## config.mk

```make
export PLATFORM = sky130hd
export DESIGN_NAME = ram_256x16_arb
export DESIGN_NICKNAME = d
export VERILOG_FILES = /design/src/rtl/ram_256x16_arb.sv
export SDC_FILE = /design/constraint.sdc
export NUM_CORES = 1
export LEC_CHECK = 0
export ABC_AREA = 1
export CORE_ASPECT_RATIO = 0.6
export CORE_UTILIZATION = 43
export DETAILED_ROUTE_END_ITERATION = 10
export HOLD_SLACK_MARGIN = 0.15
export PLACE_DENSITY = 0.93
export SLEW_MARGIN = 0
export SYNTH_ARGS = -nofsm -noshare
export SYNTH_HDL_FRONTEND = slang
export SYNTH_SLANG_ARGS = --single-unit
```

## constraint.sdc

```tcl
create_clock -name clk -period 1.6 [get_ports clk]
set_input_delay 0.48 -clock clk [delete_from_list [all_inputs] [get_ports clk]]
set_output_delay 0.48 -clock clk [all_outputs]
set_load 0.03 [all_outputs]
```

## src/rtl/ram_256x16_arb.sv

```systemverilog
// Two-requester round-robin front end for a single-port synchronous RAM.
// Clears the RAM after reset (optional), then serves one access per three cycles.
module ram_256x16_arb #(
  parameter int unsigned ADDR_W        = 8,
  parameter int unsigned DATA_W        = 16,
  parameter int unsigned INIT_ON_RESET = 1
) (
  input  logic              clk,
  input  logic              rst_n,
  input  logic              req_a,
  input  logic              we_a,
  input  logic [ADDR_W-1:0] addr_a,
  input  logic [DATA_W-1:0] wdata_a,
  output logic              ack_a,
  input  logic              req_b,
  input  logic              we_b,
  input  logic [ADDR_W-1:0] addr_b,
  input  logic [DATA_W-1:0] wdata_b,
  output logic              ack_b,
  output logic [DATA_W-1:0] rdata,
  output logic              busy,
  output logic [ADDR_W-1:0] ram_a,
  output logic [DATA_W-1:0] ram_din,
  output logic              ram_wr,
  output logic              ram_oe,
  output logic              ram_test_mode,
  input  logic [DATA_W-1:0] ram_dout
);

  typedef enum logic [1:0] {StInit, StIdle, StCmd, StResp} state_e;

  localparam state_e ResetState = (INIT_ON_RESET != 0) ? StInit : StIdle;
  localparam logic   ResetBusy  = (INIT_ON_RESET != 0);

  state_e state_q, state_d;
  // Extra MSB marks the end of the sweep so all 2**ADDR_W words get written.
  logic [ADDR_W:0]   cnt_q, cnt_d;
  logic              we_q, we_d;
  logic              gnt_b_q, gnt_b_d;
  logic              last_b_q, last_b_d;
  logic              pick_b;
  logic              ack_a_q, ack_a_d, ack_b_q, ack_b_d;
  logic              busy_q, busy_d;
  logic              ram_wr_q, ram_wr_d, ram_oe_q, ram_oe_d;
  logic [ADDR_W-1:0] ram_a_q, ram_a_d;
  logic [DATA_W-1:0] ram_din_q, ram_din_d;
  logic [DATA_W-1:0] rdata_q, rdata_d;

  always_comb begin
    state_d   = state_q;
    cnt_d     = cnt_q;
    we_d      = we_q;
    gnt_b_d   = gnt_b_q;
    last_b_d  = last_b_q;
    ack_a_d   = 1'b0;
    ack_b_d   = 1'b0;
    rdata_d   = rdata_q;
    ram_a_d   = ram_a_q;
    ram_din_d = ram_din_q;
    ram_wr_d  = 1'b0;
    ram_oe_d  = 1'b0;
    // B wins if alone, or if both request and A was served last.
    pick_b    = req_b & (~req_a | ~last_b_q);

    unique case (state_q)
      StInit: begin
        if (!cnt_q[ADDR_W]) begin
          ram_a_d   = cnt_q[ADDR_W-1:0];
          ram_din_d = '0;
          ram_wr_d  = 1'b1;
          cnt_d     = cnt_q + 1'b1;
        end else begin
          cnt_d   = '0;
          state_d = StIdle;
        end
      end
      StIdle: begin
        if (req_a || req_b) begin
          gnt_b_d   = pick_b;
          we_d      = pick_b ? we_b : we_a;
          ram_a_d   = pick_b ? addr_b : addr_a;
          ram_din_d = pick_b ? wdata_b : wdata_a;
          ram_wr_d  = we_d;
          ram_oe_d  = ~we_d;
          state_d   = StCmd;
        end
      end
      StCmd: begin
        state_d = StResp;
      end
      StResp: begin
        ack_a_d  = ~gnt_b_q;
        ack_b_d  = gnt_b_q;
        last_b_d = gnt_b_q;
        if (!we_q) rdata_d = ram_dout;
        state_d  = StIdle;
      end
      default: state_d = StIdle;
    endcase

    busy_d = (state_d == StInit);
  end

  always_ff @(posedge clk or negedge rst_n) begin
    if (!rst_n) begin
      state_q   <= ResetState;
      cnt_q     <= '0;
      we_q      <= 1'b0;
      gnt_b_q   <= 1'b0;
      last_b_q  <= 1'b1;
      ack_a_q   <= 1'b0;
      ack_b_q   <= 1'b0;
      busy_q    <= ResetBusy;
      rdata_q   <= '0;
      ram_a_q   <= '0;
      ram_din_q <= '0;
      ram_wr_q  <= 1'b0;
      ram_oe_q  <= 1'b0;
    end else begin
      state_q   <= state_d;
      cnt_q     <= cnt_d;
      we_q      <= we_d;
      gnt_b_q   <= gnt_b_d;
      last_b_q  <= last_b_d;
      ack_a_q   <= ack_a_d;
      ack_b_q   <= ack_b_d;
      busy_q    <= busy_d;
      rdata_q   <= rdata_d;
      ram_a_q   <= ram_a_d;
      ram_din_q <= ram_din_d;
      ram_wr_q  <= ram_wr_d;
      ram_oe_q  <= ram_oe_d;
    end
  end

  assign ack_a         = ack_a_q;
  assign ack_b         = ack_b_q;
  assign busy          = busy_q;
  assign rdata         = rdata_q;
  assign ram_a         = ram_a_q;
  assign ram_din       = ram_din_q;
  assign ram_wr        = ram_wr_q;
  assign ram_oe        = ram_oe_q;
  assign ram_test_mode = 1'b0;

endmodule

```

==> metrics.md, run 1 <==
| Metric | Value |
|---|---|
| Hpwl dp | `5544 microns` |
| Buf/Inv on CP | `1` |
| Post-detailed-route count of antenna-violating nets | `0` |
| Reg2Reg Depth | `2` |
| Sequential share of power | `32.0%` |
| Vias | `~2.6k` |
| Clock Power Share | `16.6%` |
| Max-Cap Viols | `0` |
| Area Overhead vs Synth | `54.93%` |
| LEAKAGE | `2.046 nW` |
| Post-synthesis compound-gate area fraction | `around 8%` |
| Unique masters post-synth | `26` |
| CP arrival | `1.08 ns` |
| CTS root buf | `clkbuf_8` |
| Post-Syn Instances | `322` |
| Post-Synth Simple-Gate Area | `24.74%` |
| Setup tns final | `0 ns` |
| Combinational family with the most area after synthesis | `simple AND/OR/NAND/NOR gates` |
| WL final | `7242 microns` |
| Cell class contributing the biggest share of worst-path delay | `buffers and inverters` |
| Die Width | `105.8 microns` |
| Layout cells sized above 1 | `14.16%` |
| Max rail drop VDD | `1116 uV` |
| GR Util met1 | `between 30 and 40%` |
| Status | `complete, no violations` |
| Ports | `116` |
| Synth Net Count | `393` |
| GR peak layer | `met2` |
| Mux share of post-synthesis cell area | `6.478%` |
| Power Dens Cells | `~1900 mW/mm^2` |
| Die Ht | `64.30 microns` |
| First-pass GRT wire length | `around 12,000 microns` |
| Post-synth ARST share | `between 90% and 100%` |
| Full die area | `approximately 0.0068 sq mm` |
| Adder-cell area share of the yosys netlist | `less than 1%` |
| # rows | `22` |
| Yosys reg bits | `59` |
| Placed inst area | `0.004094 sq mm` |
| Post-Syn Area | `about 0.0028 sq mm` |
| Power share of the combinational group | `between 50 and 60%` |
| Met2 GRT Util | `38.32%` |
| Core Area | `0.006166 sq mm` |
| Grt total ovfl | `0` |
| Via-to-Cell Ratio | `4.862` |
| Worst EP required | `1.12 ns` |
| Post-Place Worst Slack | `-0.2413 ns` |
| Residual DRC | `0` |
| Post-layout nets | `525` |
| Crit-path slowest cell | `dlygate4sd2_1` |
| Sw Share | `43.61%` |
| Crit end category | `primary output` |
| Sequential fraction of the synthesis area | `53.17%` |
| Critical path launch point type | `flop` |
| N_diodes | `0` |
| Total GRT Usage | `23.43%` |
| Clock tree buffer depth | `2` |
| Setup ws final | `0.04320 ns` |
| CP max FO | `2` |
| Crit-path cells | `dlygate4sd2_1` |
| Hold depth | `1` |
| Clock Skews | `0.004009 ns` |
| CTS H-tree lvls | `3` |
| Synth Flop Type | `dfrtp_1` |
| Hold Vio Cnt, Final | `0` |
| Largest net degree at the start of global routing | `22` |
| Switching pwr | `0.003576 W` |
| Iter 0 DRT Violations | `188` |
| Met3 Use GR | `between 7 and 8%` |
| Pint | `0.004624 W` |
| Routed WL per cell | `13.34 microns` |
| Max-slew violations | `0` |
| Post-synthesis xor/xnor area fraction | `0%` |
| Vias in the first global route | `2,653` |
| RSZ-0062 raised after global routing | `false` |
| Sink count of the clock tree | `59` |
| Max Clk Rate | `0.6423 GHz` |
| IO Port Bufs | `114` |
| Minimum clock period | `around 1.6 ns` |
| GPL Wtd Cong | `0.7938` |
| Worst Hold Class | `flop to flop` |
| Starting Density | `45.11%` |
| CTS tree | `built` |
| Yosys warns | `0` |
| Crit-path max cell delay | `between 0.4 and 0.5 ns` |
| Final setup fails | `0` |
| CTS buffer count | `9` |
| Post-synth EDFFs | `0` |
| Drt pass-1 iters | `6` |
| Initial antenna violation count | `0` |
| Syn avg cell area | `8.638 sq um` |
| Tcrit/Tclk final | `a little over nine tenths` |
| Clock latency on the worst-skew pair | `about 0.32 ns` |
| Post-route cell area | `0.004309 sq mm` |
| WP depth | `1` |
| Kind of critical path | `flop to primary output` |
| Clock Pin Slew Worst Setup and Hold Paths | `0.06 ns` |
[stage by stage]
stage,util [%],power [W],hold slack (ns),std cells
after floorplan,-,0.005313,0.1844,322
after global placement,66.40,0.006974,0.4294,523
after detailed placement,66.40,0.007159,0.4386,523
after CTS,69.12,0.008166,0.4638,540
after global routing,69.89,0.008781,0.4775,543
final,69.89,0.008200,0.4583,543
[layout make-up]
class,instances,area (sq um)
Clock buffer,16,210.2
Inverter,32,131.4
Multi-Input combinational cell,221,1111
Sequential cell,59,1479
Fill cell,481,1857
Timing Repair Buffer,131,1272
Tap cell,84,105.1
[cells by family after synthesis]
logic type | after synthesis
mux | 16
simple gates | 160
compound gates | 43
other cells | 1
flops | 59
buf+inv | 42
fa+ha+maj | 1
[power groups by stage]
stage / Clock (W) / Sequential (W) / Combinational (W)
2_1_floorplan: 0 / 0.00362 / 0.00170
3_3_place_gp: 0 / 0.00262 / 0.00435
3_5_place_dp: 0 / 0.00265 / 0.00450
4_1_cts: 0.00139 / 0.00261 / 0.00417
5_1_grt: 0.00147 / 0.00271 / 0.00460
6_report: 0.00136 / 0.00263 / 0.00421
[synthesized netlist by cell type (2+ instances only)]
master,instances,area [sq um]
o21ai_0,33,165.2
nand2_4,2,22.52
nand2_1,83,311.6
buf_6,3,33.78
nand3_1,4,20.02
nand3b_1,8,60.06
o21ai_1,6,30.03
nor2_1,57,214.0
inv_1,30,112.6
dfstp_2,2,52.55
a21oi_1,2,10.01
buf_2,4,20.02
dfrtp_1,57,1426
clkbuf_1,2,7.510
mux2_2,16,180.2
nand4_1,3,18.77
[placed cells by master, fill, tap and decap left out, drive strengths merged, types with 2 or more instances in the layout]
| cell | count |
|---|---|
| nand4 | 3 |
| nand3 | 5 |
| nand2 | 86 |
| inv | 31 |
| mux2 | 16 |
| clkdlybuf4s15 | 21 |
| dfrtp | 57 |
| buf | 20 |
| o21ai | 39 |
| clkbuf | 18 |
| nor2 | 58 |
| nand3b | 8 |
| dfstp | 2 |
| a21oi | 2 |
| dlygate4sd2 | 19 |
| clkdlybuf4s50 | 68 |
[worst paths after layout]
check                           start         end  slack (ns)
min reg2reg                   gnt_b_q       ack_a        0.46
max in group asynchronous       rst_n   rdata[10]        0.42
max                        ram_din[2]  ram_din[2]        0.04
min in group asynchronous       rst_n   rdata[13]        0.62
min                           gnt_b_q       ack_a        0.46
max reg2reg                state_q[0]   rdata[11]        0.14
[state kept, by name, summed over array words and instances (netlist names)]
name and flops:
ram_din 16, rdata 16, cnt_q 9, ram_a 8, state_q 2, ack_a 1, ack_b 1, busy 1
gnt_b_q 1, last_b_q 1, ram_oe 1, ram_wr 1, we_q 1
[repair_timing]
action,CTS,global route
hold buffers,1,0
pin swaps,0,1
buffers inserted,0,3
gates cloned,0,0
gates resized for setup,42,28
hold endpoints to repair,13,0
setup endpoints to repair,42,36
[layer usage]
metal / wire length (microns) / part of all wire (%) / vias up
met3: 597 / 8.2 / 11
li1: - / - / 1274
met1: 3222 / 44 / 1231
met4: 60 / 0.83 / 0
met2: 3362 / 46 / 124
met5: 0 / 0 / -
Power figures use the tool's default switching activity.
==> run 2, diff against run 1 <==
Settings changed: ABC_CLOCK_PERIOD_IN_PS from default to 1600.
==> results of run 2 <==
Final layout, timing and power as in run 1 (identical DEF).
